--- src/rtl/priority_request_arbiter_pkg.sv ---
`default_nettype none
// ============================================================================
// Module  : priority_request_arbiter_pkg
// Brief   : Shared priority codes and arbiter state encodings for the
//           lane-request arbiter and the traffic-light controller.
// Rev     : 1.0  initial release
// ============================================================================
package priority_request_arbiter_pkg;

    localparam logic [1:0] PRIO_NONE = 2'b00;
    localparam logic [1:0] PRIO_EAST = 2'b01;
    localparam logic [1:0] PRIO_WEST = 2'b10;

    typedef logic [1:0] arb_state_t;

    localparam arb_state_t ARB_IDLE    = 2'd0;
    localparam arb_state_t ARB_GRANT_E = 2'd1;
    localparam arb_state_t ARB_GRANT_W = 2'd2;

    function automatic logic [1:0] prio_of_state(input arb_state_t s);
        logic [1:0] p;
        case (s)
            ARB_GRANT_E: p = PRIO_EAST;
            ARB_GRANT_W: p = PRIO_WEST;
            default:     p = PRIO_NONE;
        endcase
        return p;
    endfunction

endpackage
`default_nettype wire

--- src/rtl/sensor_debounce.sv ---
`default_nettype none
// ============================================================================
// Module  : sensor_debounce
// Brief   : 2-flop synchronizer plus stability counter; pulses o_rise in the
//           cycle the debounced level is about to go high.
// Rev     : 1.0  initial release
// ============================================================================
module sensor_debounce #(
    parameter int DEBOUNCE_CYCLES = 4,
    parameter int CNT_W           = 8
) (
    input  logic clk,
    input  logic rst,
    input  logic i_raw,
    output logic o_rise
);

    localparam logic [CNT_W-1:0] c_DEB_LAST = CNT_W'(DEBOUNCE_CYCLES - 1);

    logic [1:0]       r_sync;
    logic             r_level;
    logic [CNT_W-1:0] r_cnt;
    logic             w_differ;
    logic             w_expire;

    assign w_differ = r_sync[1] ^ r_level;
    assign w_expire = w_differ && (r_cnt == c_DEB_LAST);
    // Rise is combinational so the request latch sets on the same edge the level flips.
    assign o_rise   = w_expire & r_sync[1];

    always_ff @(posedge clk) begin
        if (rst) begin
            r_sync  <= 2'b00;
            r_level <= 1'b0;
            r_cnt   <= '0;
        end else begin
            r_sync <= {r_sync[0], i_raw};
            if (!w_differ) begin
                r_cnt <= '0;
            end else if (w_expire) begin
                r_level <= ~r_level;
                r_cnt   <= '0;
            end else begin
                r_cnt <= r_cnt + 1'b1;
            end
        end
    end

endmodule
`default_nettype wire

--- src/rtl/priority_request_arbiter.sv ---
`default_nettype none
// ============================================================================
// Module  : priority_request_arbiter
// Brief   : Debounces east/west presence sensors, latches requests and grants
//           them round-robin as a registered 2-bit priority code.
//           Optional grant hold timeout: define PRIO_TIMEOUT_EN.
// Rev     : 1.0  initial release
// ============================================================================
module priority_request_arbiter
    import priority_request_arbiter_pkg::*;
#(
    parameter int DEBOUNCE_CYCLES = 4,
    parameter int HOLD_MAX        = 60,
    parameter int CNT_W           = 8
) (
    input  logic       clk,
    input  logic       rst,
    input  logic       i_sensor_east,
    input  logic       i_sensor_west,
    input  logic       i_serve_ack,
    output logic [1:0] o_priority,
    output logic [1:0] o_pending
`ifdef PRIO_TIMEOUT_EN
    ,
    output logic       o_grant_timeout
`endif
);

    if ((2 ** CNT_W) <= DEBOUNCE_CYCLES || (2 ** CNT_W) <= HOLD_MAX) begin : g_cnt_w_check
        $error("CNT_W too narrow for DEBOUNCE_CYCLES/HOLD_MAX");
    end

    logic       w_rise_e;
    logic       w_rise_w;
    arb_state_t r_state;
    arb_state_t w_state_nxt;
    logic [1:0] r_priority;
    logic [1:0] w_prio_nxt;
    logic [1:0] r_pending;
    logic       r_last_west;
    logic       w_leave;
    logic       w_clr_e;
    logic       w_clr_w;
    logic       w_hold_exp;

    sensor_debounce #(
        .DEBOUNCE_CYCLES (DEBOUNCE_CYCLES),
        .CNT_W           (CNT_W)
    ) u_deb_east (
        .clk    (clk),
        .rst    (rst),
        .i_raw  (i_sensor_east),
        .o_rise (w_rise_e)
    );

    sensor_debounce #(
        .DEBOUNCE_CYCLES (DEBOUNCE_CYCLES),
        .CNT_W           (CNT_W)
    ) u_deb_west (
        .clk    (clk),
        .rst    (rst),
        .i_raw  (i_sensor_west),
        .o_rise (w_rise_w)
    );

    always_ff @(posedge clk) begin
        if (rst) begin
            r_state    <= ARB_IDLE;
            r_priority <= PRIO_NONE;
        end else begin
            r_state    <= w_state_nxt;
            r_priority <= w_prio_nxt;
        end
    end

    always_comb begin
        w_state_nxt = r_state;
        case (r_state)
            ARB_IDLE: begin
                if (r_pending == 2'b11) begin
                    w_state_nxt = r_last_west ? ARB_GRANT_E : ARB_GRANT_W;
                end else if (r_pending[0]) begin
                    w_state_nxt = ARB_GRANT_E;
                end else if (r_pending[1]) begin
                    w_state_nxt = ARB_GRANT_W;
                end
            end
            ARB_GRANT_E, ARB_GRANT_W: begin
                if (i_serve_ack || w_hold_exp) begin
                    w_state_nxt = ARB_IDLE;
                end
            end
            default: w_state_nxt = ARB_IDLE;
        endcase
    end

    always_comb begin
        w_prio_nxt = prio_of_state(w_state_nxt);
        w_leave    = (r_state != ARB_IDLE) && (w_state_nxt == ARB_IDLE);
        w_clr_e    = w_leave && (r_state == ARB_GRANT_E);
        w_clr_w    = w_leave && (r_state == ARB_GRANT_W);
    end

    // A new rise in the same cycle as the clear wins, so the request is kept.
    always_ff @(posedge clk) begin
        if (rst) begin
            r_pending   <= 2'b00;
            r_last_west <= 1'b1;
        end else begin
            r_pending[0] <= (r_pending[0] & ~w_clr_e) | w_rise_e;
            r_pending[1] <= (r_pending[1] & ~w_clr_w) | w_rise_w;
            if (w_clr_e) begin
                r_last_west <= 1'b0;
            end else if (w_clr_w) begin
                r_last_west <= 1'b1;
            end
        end
    end

`ifdef PRIO_TIMEOUT_EN
    localparam logic [CNT_W-1:0] c_HOLD_LAST = CNT_W'(HOLD_MAX - 1);

    logic [CNT_W-1:0] r_hold;
    logic             r_grant_timeout;
    logic             w_timeout;

    assign w_hold_exp = (r_state != ARB_IDLE) && (r_hold == c_HOLD_LAST);
    assign w_timeout  = w_hold_exp & ~i_serve_ack;

    always_ff @(posedge clk) begin
        if (rst) begin
            r_hold          <= '0;
            r_grant_timeout <= 1'b0;
        end else begin
            r_hold          <= (r_state == ARB_IDLE || w_state_nxt == ARB_IDLE) ? '0 : r_hold + 1'b1;
            r_grant_timeout <= w_timeout;
        end
    end

    assign o_grant_timeout = r_grant_timeout;
`else
    assign w_hold_exp = 1'b0;
`endif

    assign o_priority = r_priority;
    assign o_pending  = r_pending;

endmodule
`default_nettype wire
--- config.mk ---
export PLATFORM = sky130hd
export DESIGN_NAME = priority_request_arbiter
export DESIGN_NICKNAME = d
export VERILOG_FILES = /design/src/rtl/priority_request_arbiter_pkg.sv /design/src/rtl/sensor_debounce.sv /design/src/rtl/priority_request_arbiter.sv
export SDC_FILE = /design/constraint.sdc
export NUM_CORES = 1
export LEC_CHECK = 0
export ABC_CLOCK_PERIOD_IN_PS = 2000
export BUFFER_PORTS_ARGS = -buffer_cell sky130_fd_sc_hd__buf_2
export CAP_MARGIN = 10
export CELL_PAD_IN_SITES_DETAIL_PLACEMENT = 1
export CELL_PAD_IN_SITES_GLOBAL_PLACEMENT = 2
export CORE_MARGIN = 1.5
export CORE_UTILIZATION = 37
export DETAILED_ROUTE_END_ITERATION = 8
export PLACE_DENSITY_LB_ADDON = 0.1
export RECOVER_POWER = 25
export SYNTH_ARGS = -nofsm -noshare
export SYNTH_HDL_FRONTEND = slang
export SYNTH_HIERARCHICAL = 1
export SYNTH_SLANG_ARGS = --single-unit
--- constraint.sdc ---
create_clock -name clk -period 2 [get_ports clk]
set_input_delay 0.2 -clock clk [delete_from_list [all_inputs] [get_ports clk]]
set_output_delay 0.2 -clock clk [all_outputs]
set_load 0.1 [all_outputs]
==> impl_metrics.json, run 1 <==
{
  "fin_tns_setup_ns": 0,
  "finalCritPeriodShare": 0.854,
  "synth_ff_type": "dfxtp_1",
  "path_class": "register to output pin",
  "crit_family": "buffers and inverters",
  "outcome": "complete, no violations",
  "grtUsageTotal": 0.151,
  "rsz0062_at_grt": "false",
  "dr.pass1.iters": 2,
  "synthToLayoutAreaGrowth_pct": 11.6,
  "hold_class": "primary input to register",
  "p_per_area_nw_per_um2": 669,
  "synthCells": 128,
  "synthTopCellsByArea": "dfxtp_1, ha_1, a21oi_2, nor2_1, o21ai_0",
  "leakagePower_nw": 0.461,
  "worst_slew_pin_slew_ns": 1.17,
  "die_w_um": 61.9,
  "cts_tree": "yes",
  "grt_overflow_total": 0,
  "fill_cells": 418,
  "hold_violations": 0,
  "end_kind": "output pin",
  "preCtsSetupSlack_ns": 0.405,
  "grt_pass1_vias": 905,
  "cts_setup_buffers": 0,
  "seqPwrFrac": 0.611,
  "layout-drive-gt1-share": 0.203,
  "cp_data_arrival_time_ns": 1.51,
  "p_int_mw": 0.756,
  "cts_hold_buf": 0,
  "final_antenna_net_count": 0,
  "r2r-start": "r_state[1]",
  "io_pins": 9,
  "h-tree-depth": 2,
  "p_clk_frac": 0.368,
  "yosysTopAreaCell": "dfxtp_1",
  "cts_resized": 0,
  "core_area_um2": 3340,
  "num_vias": 942,
  "slew_viol_final": 0,
  "period_needed_ns": 1.71,
  "synth_seq_area_share": 0.453,
  "wl_per_cell_um": 13.1,
  "clock.fmax_mhz": 585,
  "min_from": "i_sensor_west",
  "wirelength_mm": 2.47,
  "clockBufferDepth": 2,
  "power.switching_mw": 0.201,
  "cp.required_ns": 1.80,
  "fin_area_um2": 1430,
  "syn_nets": 139,
  "irDropWorstVdd_mv": 0.328,
  "nNetsFinal": 154,
  "initialDrtViolationCount": 20,
  "cts_buffers": 5,
  "syn-cell-area_um2": 1280,
  "postLayoutCoreUtil": 0.429,
  "cts_sinks": 29,
  "grt_first_pass_wirelength_mm": 4.04,
  "port_buffers": 8,
  "diodes": 0,
  "dp_hpwl_mm": 1.85,
  "max_cap_violations": 0,
  "slowest_stage": "clkbuf_1",
  "path_buf_inv": 1,
  "synth-edff-count": 0,
  "start_util": 0.384,
  "power_frac_comb": 0.021,
  "worstPathMaxFanout": 1,
  "slowest_delay_ns": 0.86,
  "via_per_inst": 4.98,
  "drc": 0,
  "ys_types": 27,
  "synth_most_common_cell": "dfxtp_1",
  "die_h_um": 61.9,
  "clk_latency_ns": 0.32,
  "grt_max_degree": 16,
  "fin_ws_ns": 0.292,
  "ys_async_sr_fraction": 0,
  "crit_path_start_kind": "register",
  "synth_top_cell_area_share": 0.453,
  "fin_skew_ns": 0.00440,
  "clk_pin_slew_ns": 0.09,
  "gp_congestion": 0.696,
  "slew_headroom": 0.225,
  "setup_violations": 0,
  "switching_share": 0.210,
  "synth_seq_cells": 29,
  "die_area_um2": 3830,
  "syn_area_per_cell_um2": 10.0,
  "crit_path_cell_trace": "clkbuf_1",
  "power_mw": 0.957,
  "place_area_um2": 1380,
  "crit_path_start": "o_priority[1]",
  "root_buffer": "clkbuf_4",
  "num_rows": 21,
  "antenna_found_initial": 0,
  "yosys_warnings": 6,
  "synthTopCellsByCount": "dfxtp_1, nor2_1, o21ai_0"
}
## per-stage QoR
step	instances	hold WS, ns
5_1_grt	189	0.0793
3_3_place_gp	182	0.408
3_5_place_dp	182	0.423
2_1_floorplan	128	0.269
4_1_cts	189	0.0728
6_report	189	0.0930
## layout make-up
| type | count | area [um^2] | share of cell area |
|---|---|---|---|
| multi-input cells | 95 | 687 | 0.480 |
| flip-flops and latches | 29 | 581 | 0.406 |
| well taps | 46 | 57.6 | 0.0402 |
| clock buffers | 7 | 55.1 | 0.0385 |
| repair buffers | 8 | 36.3 | 0.0253 |
| inverters | 4 | 15.0 | 0.0105 |
## cell usage in the layout, fill, tap and decap left out, drive strengths merged, types with 6 or more instances in the layout
| cell type | count |
|---|---|
| ha | 6 |
| nand3 | 8 |
| nor2b | 7 |
| dfxtp | 29 |
| clkbuf | 12 |
| o21ai | 9 |
| or3 | 6 |
| a21oi | 10 |
| nor2 | 13 |
## power by group through the flow
stage,registers [mW],clock network [mW],logic (mW)
6_report,0.585,0.352,0.0203
5_1_grt,0.586,0.393,0.0229
4_1_cts,0.585,0.372,0.0212
3_5_place_dp,0.599,0,0.0211
3_3_place_gp,0.598,0,0.0202
2_1_floorplan,0.598,0,0.00996
## logic make-up (layout without fill, tap and decap cells)
logic type | Yosys count | in the layout | share of synthesized area
flip-flops | 29 | 29 | 0.453
AO/OA/AOI/OAI | 28 | 28 | 0.173
adder cells (fa/ha/maj) | 6 | 6 | 0.0585
AND/OR/NAND/NOR | 53 | 53 | 0.250
buffers and inverters | 4 | 19 | 0.0117
XOR/XNOR | 8 | 8 | 0.0546
## path summary, 6_finish.rpt
check	end	slack [ns]	depth (start not counted)
max	o_priority[1]	0.29	1
min	u_deb_west/r_sync[0]	0.09	2
max reg2reg	o_priority[0]	0.39	5
min reg2reg	u_deb_east/r_sync[1]	0.46	1
## routing by layer
metal	GRT usage	vias up	wire, um
li1	-	481	-
met1	0.175	446	1160
met2	0.236	11	1160
met3	0.0704	4	103
met4	0.0729	0	40
met5	0	-	0
## worst reg2reg max path: stages, from the launching register on
cell and delay [ns]:
dfxtp_1 0.45, inv_1 0.10, ha_1 0.30, nor2b_1 0.16, a22oi_2 0.25, nor4b_1 0.25
## state kept, by name, indices dropped and copies added (netlist names)
register / count
u_deb_east/r_cnt: 8
u_deb_west/r_cnt: 8
o_pending: 2
o_priority: 2
r_state: 2
u_deb_east/r_sync: 2
u_deb_west/r_sync: 2
r_last_west: 1
u_deb_east/r_level: 1
u_deb_west/r_level: 1
No activity file was read; power rests on OpenSTA's default activity.
==> run 2: changes to the inputs <==
ABC_CLOCK_PERIOD_IN_PS = 1610   (was 2000)
BUFFER_PORTS_ARGS = default   (was -buffer_cell sky130_fd_sc_hd__buf_2)
CORE_UTILIZATION = 39   (was 37)
DONT_BUFFER_PORTS = 1   (was default)
HOLD_SLACK_MARGIN = 0.06   (was default)
clock period = 1.61 ns   (was 2 ns; I/O delays follow)
==> impl_metrics.json, run 2 (synthesis gave the netlist of run 1 again) <==
{
  "outcome": "complete, no violations",
  "wl_per_cell_um": 12.3,
  "die_h_um": 60.3,
  "slowest_delay_ns": 0.37,
  "fin_skew_ns": 0.00845,
  "drc": 0,
  "clock.fmax_mhz": 678,
  "grtUsageTotal": 0.155,
  "crit_path_start": "u_deb_west/r_cnt[0]",
  "worstPathMaxFanout": 8,
  "final_antenna_net_count": 0,
  "grt_first_pass_wirelength_mm": 4.15,
  "grt_pass1_vias": 994,
  "initialDrtViolationCount": 23,
  "wl_met3_um": 80,
  "cts_sinks": 29,
  "final_common_cell": "dfxtp_1",
  "num_rows": 20,
  "drt-met1-wl_mm": 1.03,
  "place_area_um2": 1390,
  "r2r-start": "u_deb_west/r_cnt[0]",
  "port_buffers": 0,
  "path_class": "register to register",
  "cp_data_arrival_time_ns": 1.74,
  "cp.required_ns": 1.87,
  "finalCritPeriodShare": 0.916,
  "nNetsFinal": 156,
  "dr.pass1.iters": 3,
  "clk_latency_ns": 0.32,
  "synthToLayoutAreaGrowth_pct": 14.7,
  "h-tree-depth": 2,
  "via_per_inst": 5.03,
  "dr.max_layer_used": "met4",
  "max_cap_violations": 0,
  "num_vias": 956,
  "fin_tns_setup_ns": 0,
  "start_util": 0.417,
  "r2r_setup_slack_ns": 0.14,
  "root_buffer": "clkbuf_4",
  "multi_input_area_um2": 693,
  "crit_family": "compound AO/OA/AOI/OAI gates",
  "clockBufferDepth": 2,
  "final_cells": 190,
  "wirelength_mm": 2.34,
  "crit_cells": 5,
  "dp_cells": 179,
  "most-common-layout-cells": "dfxtp_1, nor2_1, o21ai_0",
  "hold_class": "primary input to register",
  "p_per_area_nw_per_um2": 791,
  "gp_congestion": 0.700,
  "crit_end": "u_deb_west/r_cnt[5]",
  "period_needed_ns": 1.47,
  "leakagePower_nw": 0.489,
  "crit_path_cell_trace": "ha_1 > nor4b_2 > buf_4 > a211o_4 > a21oi_2",
  "r2r-end": "u_deb_west/r_cnt[5]",
  "slowest_stage": "a211o_4",
  "largestRegisters": "u_deb_east/r_cnt: 8 flops, u_deb_west/r_cnt: 8 flops",
  "slew_viol_final": 0,
  "ff_latch_area_um2": 584,
  "setup_violations": 0,
  "core_area_um2": 3080,
  "antenna_found_initial": 0,
  "cts_setup_buffers": 0,
  "cts_tree": "yes",
  "worst_slew_pin_slew_ns": 0.616,
  "slew_headroom": 0.588,
  "die_w_um": 60.3,
  "clk_pin_slew_ns": 0.09,
  "wl_met2_mm": 1.17,
  "diodes": 0,
  "hold_violations": 0,
  "irDropWorstVdd_mv": 0.430,
  "layout-drive-gt1-share": 0.247,
  "end_kind": "register",
  "die_area_um2": 3640,
  "fill_cells": 370,
  "crit_path_start_kind": "register",
  "grt_overflow_total": 0,
  "dp_hpwl_mm": 1.74,
  "path_buf_inv": 1,
  "cts_buffers": 5,
  "io_pins": 9,
  "fin_area_um2": 1470,
  "grt_max_degree": 16,
  "r2r_cells": 5
}
[run 2: cell count changes in the layout (fill, tap and decap cells not counted), moves of 3 or more]
cell	previous run	this run
buf_2	3	0
buf_4	0	3
clkbuf_1	4	1
dfxtp_1	29	26
dfxtp_2	0	3
dlygate4sd3_1	0	3
[run 2: cell type report]
class,instances,share of cell area
Tap cell,44,0.0374
Clock inverter,2,0.00680
Sequential cell,29,0.397
Multi-Input combinational cell,95,0.471
Inverter,4,0.0102
Clock buffer,6,0.0281
Timing Repair Buffer,10,0.0493
[run 2: worst min path at each step]
stage                           start  cells past startpoint      endpoint  slack [ns]
final                     i_serve_ack                      3    r_state[0]        0.18
after global routing      i_serve_ack                      3    r_state[0]        0.21
after CTS                 i_serve_ack                      3    r_state[0]        0.16
after detailed placement          rst                      1  o_pending[0]        0.23
after global placement            rst                      1  o_pending[1]        0.23
after floorplan                   rst                      1  o_pending[0]        0.23
[run 2: routing by layer]
| layer | vias up | GRT usage |
|---|---|---|
| li1 | 491 | - |
| met1 | 445 | 0.167 |
| met2 | 12 | 0.264 |
| met3 | 8 | 0.0405 |
| met4 | 0 | 0.105 |
| met5 | - | 0 |
[run 2: repair_timing]
action                                  CTS  global route
hold endpoints to repair                 28             0
gates resized for setup                   0             2
endpoints found under the setup margin    0             1
hold buffers                              3             0
[run 2: power by group]
part | switching, mW | leakage (nW) | internal, mW
sequential | 0.00382 | 0.236 | 0.723
combinational | 0.0134 | 0.221 | 0.0123
clock | 0.245 | 0.0320 | 0.166
total | 0.263 | 0.489 | 0.901
[run 2: worst reg2reg max path, cell delays in order (launching register included)]
cell	delay [ns]
dfxtp_1	0.34
ha_1	0.25
nor4b_2	0.18
buf_4	0.15
a211o_4	0.37
a21oi_2	0.12
[run 2: per-stage QoR]
step | util | power, mW | hold WS (ns) | worst slack [ns]
detailed placement | 0.452 | 0.758 | 0.230 | 0.0632
CTS | 0.479 | 1.18 | 0.164 | 0.0392
finish | 0.478 | 1.16 | 0.177 | 0.136
global placement | 0.452 | 0.757 | 0.228 | 0.147
global route | 0.478 | 1.22 | 0.205 | -0.00852
floorplan | - | 0.755 | 0.226 | 0.178
==> run 3: changes to the inputs <==
CELL_PAD_IN_SITES_GLOBAL_PLACEMENT = 1   (was 2)
CORE_UTILIZATION = 47   (was 39)
==> impl_metrics.json, run 3 (synthesis gave the netlist of run 1 again) <==
{
  "outcome": "complete, no violations",
  "r2r_cells": 5,
  "grt_max_degree": 16,
  "dp_hpwl_mm": 1.77,
  "multi_input_area_um2": 687,
  "cp.required_ns": 1.88,
  "hold_violations": 0,
  "setup_violations": 0,
  "final_common_cell": "dfxtp_1",
  "cp_data_arrival_time_ns": 1.77,
  "die_h_um": 55.2,
  "grt_pass1_vias": 1019,
  "grt_overflow_total": 0,
  "largestRegisters": "u_deb_east/r_cnt: 8 flops, u_deb_west/r_cnt: 8 flops",
  "num_vias": 979,
  "synthToLayoutAreaGrowth_pct": 14.3,
  "layout-drive-gt1-share": 0.247,
  "grtUsageTotal": 0.187,
  "die_area_um2": 3050,
  "diodes": 0,
  "initialDrtViolationCount": 39,
  "die_w_um": 55.2,
  "clk_pin_slew_ns": 0.10,
  "drc": 0,
  "end_kind": "register",
  "clockBufferDepth": 2,
  "max_cap_violations": 0,
  "path_class": "register to register",
  "clock.fmax_mhz": 670,
  "rsz0062_at_grt": "false",
  "port_buffers": 0,
  "cts_tree": "yes",
  "wirelength_mm": 2.38,
  "preCtsSetupSlack_ns": 0.0601,
  "fin_ws_ns": 0.118,
  "cts_sinks": 29,
  "dp_cells": 165,
  "irDropWorstVdd_mv": 0.574,
  "grt_first_pass_wirelength_mm": 4.53,
  "via_per_inst": 5.56,
  "wl_per_cell_um": 13.5,
  "leakagePower_nw": 0.495,
  "antenna_found_initial": 0,
  "worst_slew_pin_slew_ns": 0.602,
  "ff_latch_area_um2": 584,
  "crit_path_start_kind": "register",
  "worstPathMaxFanout": 8,
  "slew_headroom": 0.597,
  "p_per_area_nw_per_um2": 859,
  "finalCritPeriodShare": 0.927,
  "gp_congestion": 0.854,
  "power_mw": 1.26,
  "most-common-layout-cells": "dfxtp_1, nor2_1, o21ai_0",
  "period_needed_ns": 1.49,
  "final_cells": 176,
  "fin_skew_ns": 0.00878,
  "final_antenna_net_count": 0,
  "io_pins": 9,
  "min_path_cells": 3,
  "hold_class": "primary input to register",
  "root_buffer": "clkbuf_4",
  "dr.pass1.iters": 4,
  "start_util": 0.508,
  "fin_tns_setup_ns": 0,
  "cts_buffers": 5,
  "slew_viol_final": 0,
  "core_area_um2": 2520,
  "h-tree-depth": 2,
  "fill_cells": 289,
  "num_rows": 18,
  "clk_latency_ns": 0.33,
  "nNetsFinal": 156
}
## run 3: cell count changes in the layout (fill, tap and decap cells not counted), sizes merged
cell    delta
clkbuf     +1
clkinv     -1
## run 3: worst paths after layout
kind	from	endpoint	slack, ns
max reg2reg	u_deb_west/r_cnt[0]	u_deb_west/r_cnt[7]	0.12
max	u_deb_west/r_cnt[0]	u_deb_west/r_cnt[7]	0.12
min	i_serve_ack	r_state[0]	0.15
min reg2reg	u_deb_west/r_sync[0]	u_deb_west/r_sync[1]	0.45
## run 3: repair_timing
| item | in CTS | in global routing |
|---|---|---|
| hold buffers | 3 | 0 |
| setup buffers | 0 | 0 |
| setup endpoints to repair | 0 | 2 |
| hold endpoints to repair | 29 | 0 |
| resized for setup | 0 | 1 |
## run 3: report_power, final
part           total [mW]  leakage [nW]  internal, mW  switching, mW
Sequential          0.727         0.236         0.723        0.00412
Combinational      0.0259         0.218        0.0123         0.0136
Clock               0.506        0.0413         0.253          0.254
## run 3: layout make-up
type / instances / share of cell area
Clock inverter: 1 / 0.00341
Multi-Input combinational cell: 95 / 0.468
Sequential cell: 29 / 0.398
Inverter: 4 / 0.0102
Clock buffer: 7 / 0.0444
Tap cell: 30 / 0.0256
Timing Repair Buffer: 10 / 0.0495
## run 3: worst max-delay path: stages (launching register included)
cell and delay, ns:
dfxtp_1 0.35, ha_1 0.26, nor4b_2 0.18, buf_4 0.15, a211o_4 0.37, a21oi_2 0.12
## run 3: per-stage QoR
step | hold slack (ns) | utilization | cell area [um^2]
floorplan | 0.226 | - | 1280
global placement | 0.230 | 0.545 | 1380
detailed placement | 0.235 | 0.545 | 1380
CTS | 0.144 | 0.585 | 1480
global route | 0.164 | 0.581 | 1470
finish | 0.155 | 0.581 | 1470
## run 3: per-layer routing
| metal | GRT usage | wire length [um] | up-vias |
|---|---|---|---|
| met4 | 0.0732 | 51 | 0 |
| met3 | 0.0632 | 90 | 7 |
| met2 | 0.304 | 1140 | 10 |
| li1 | - | - | 495 |
| met1 | 0.227 | 1100 | 467 |
| met5 | 0 | 0 | - |
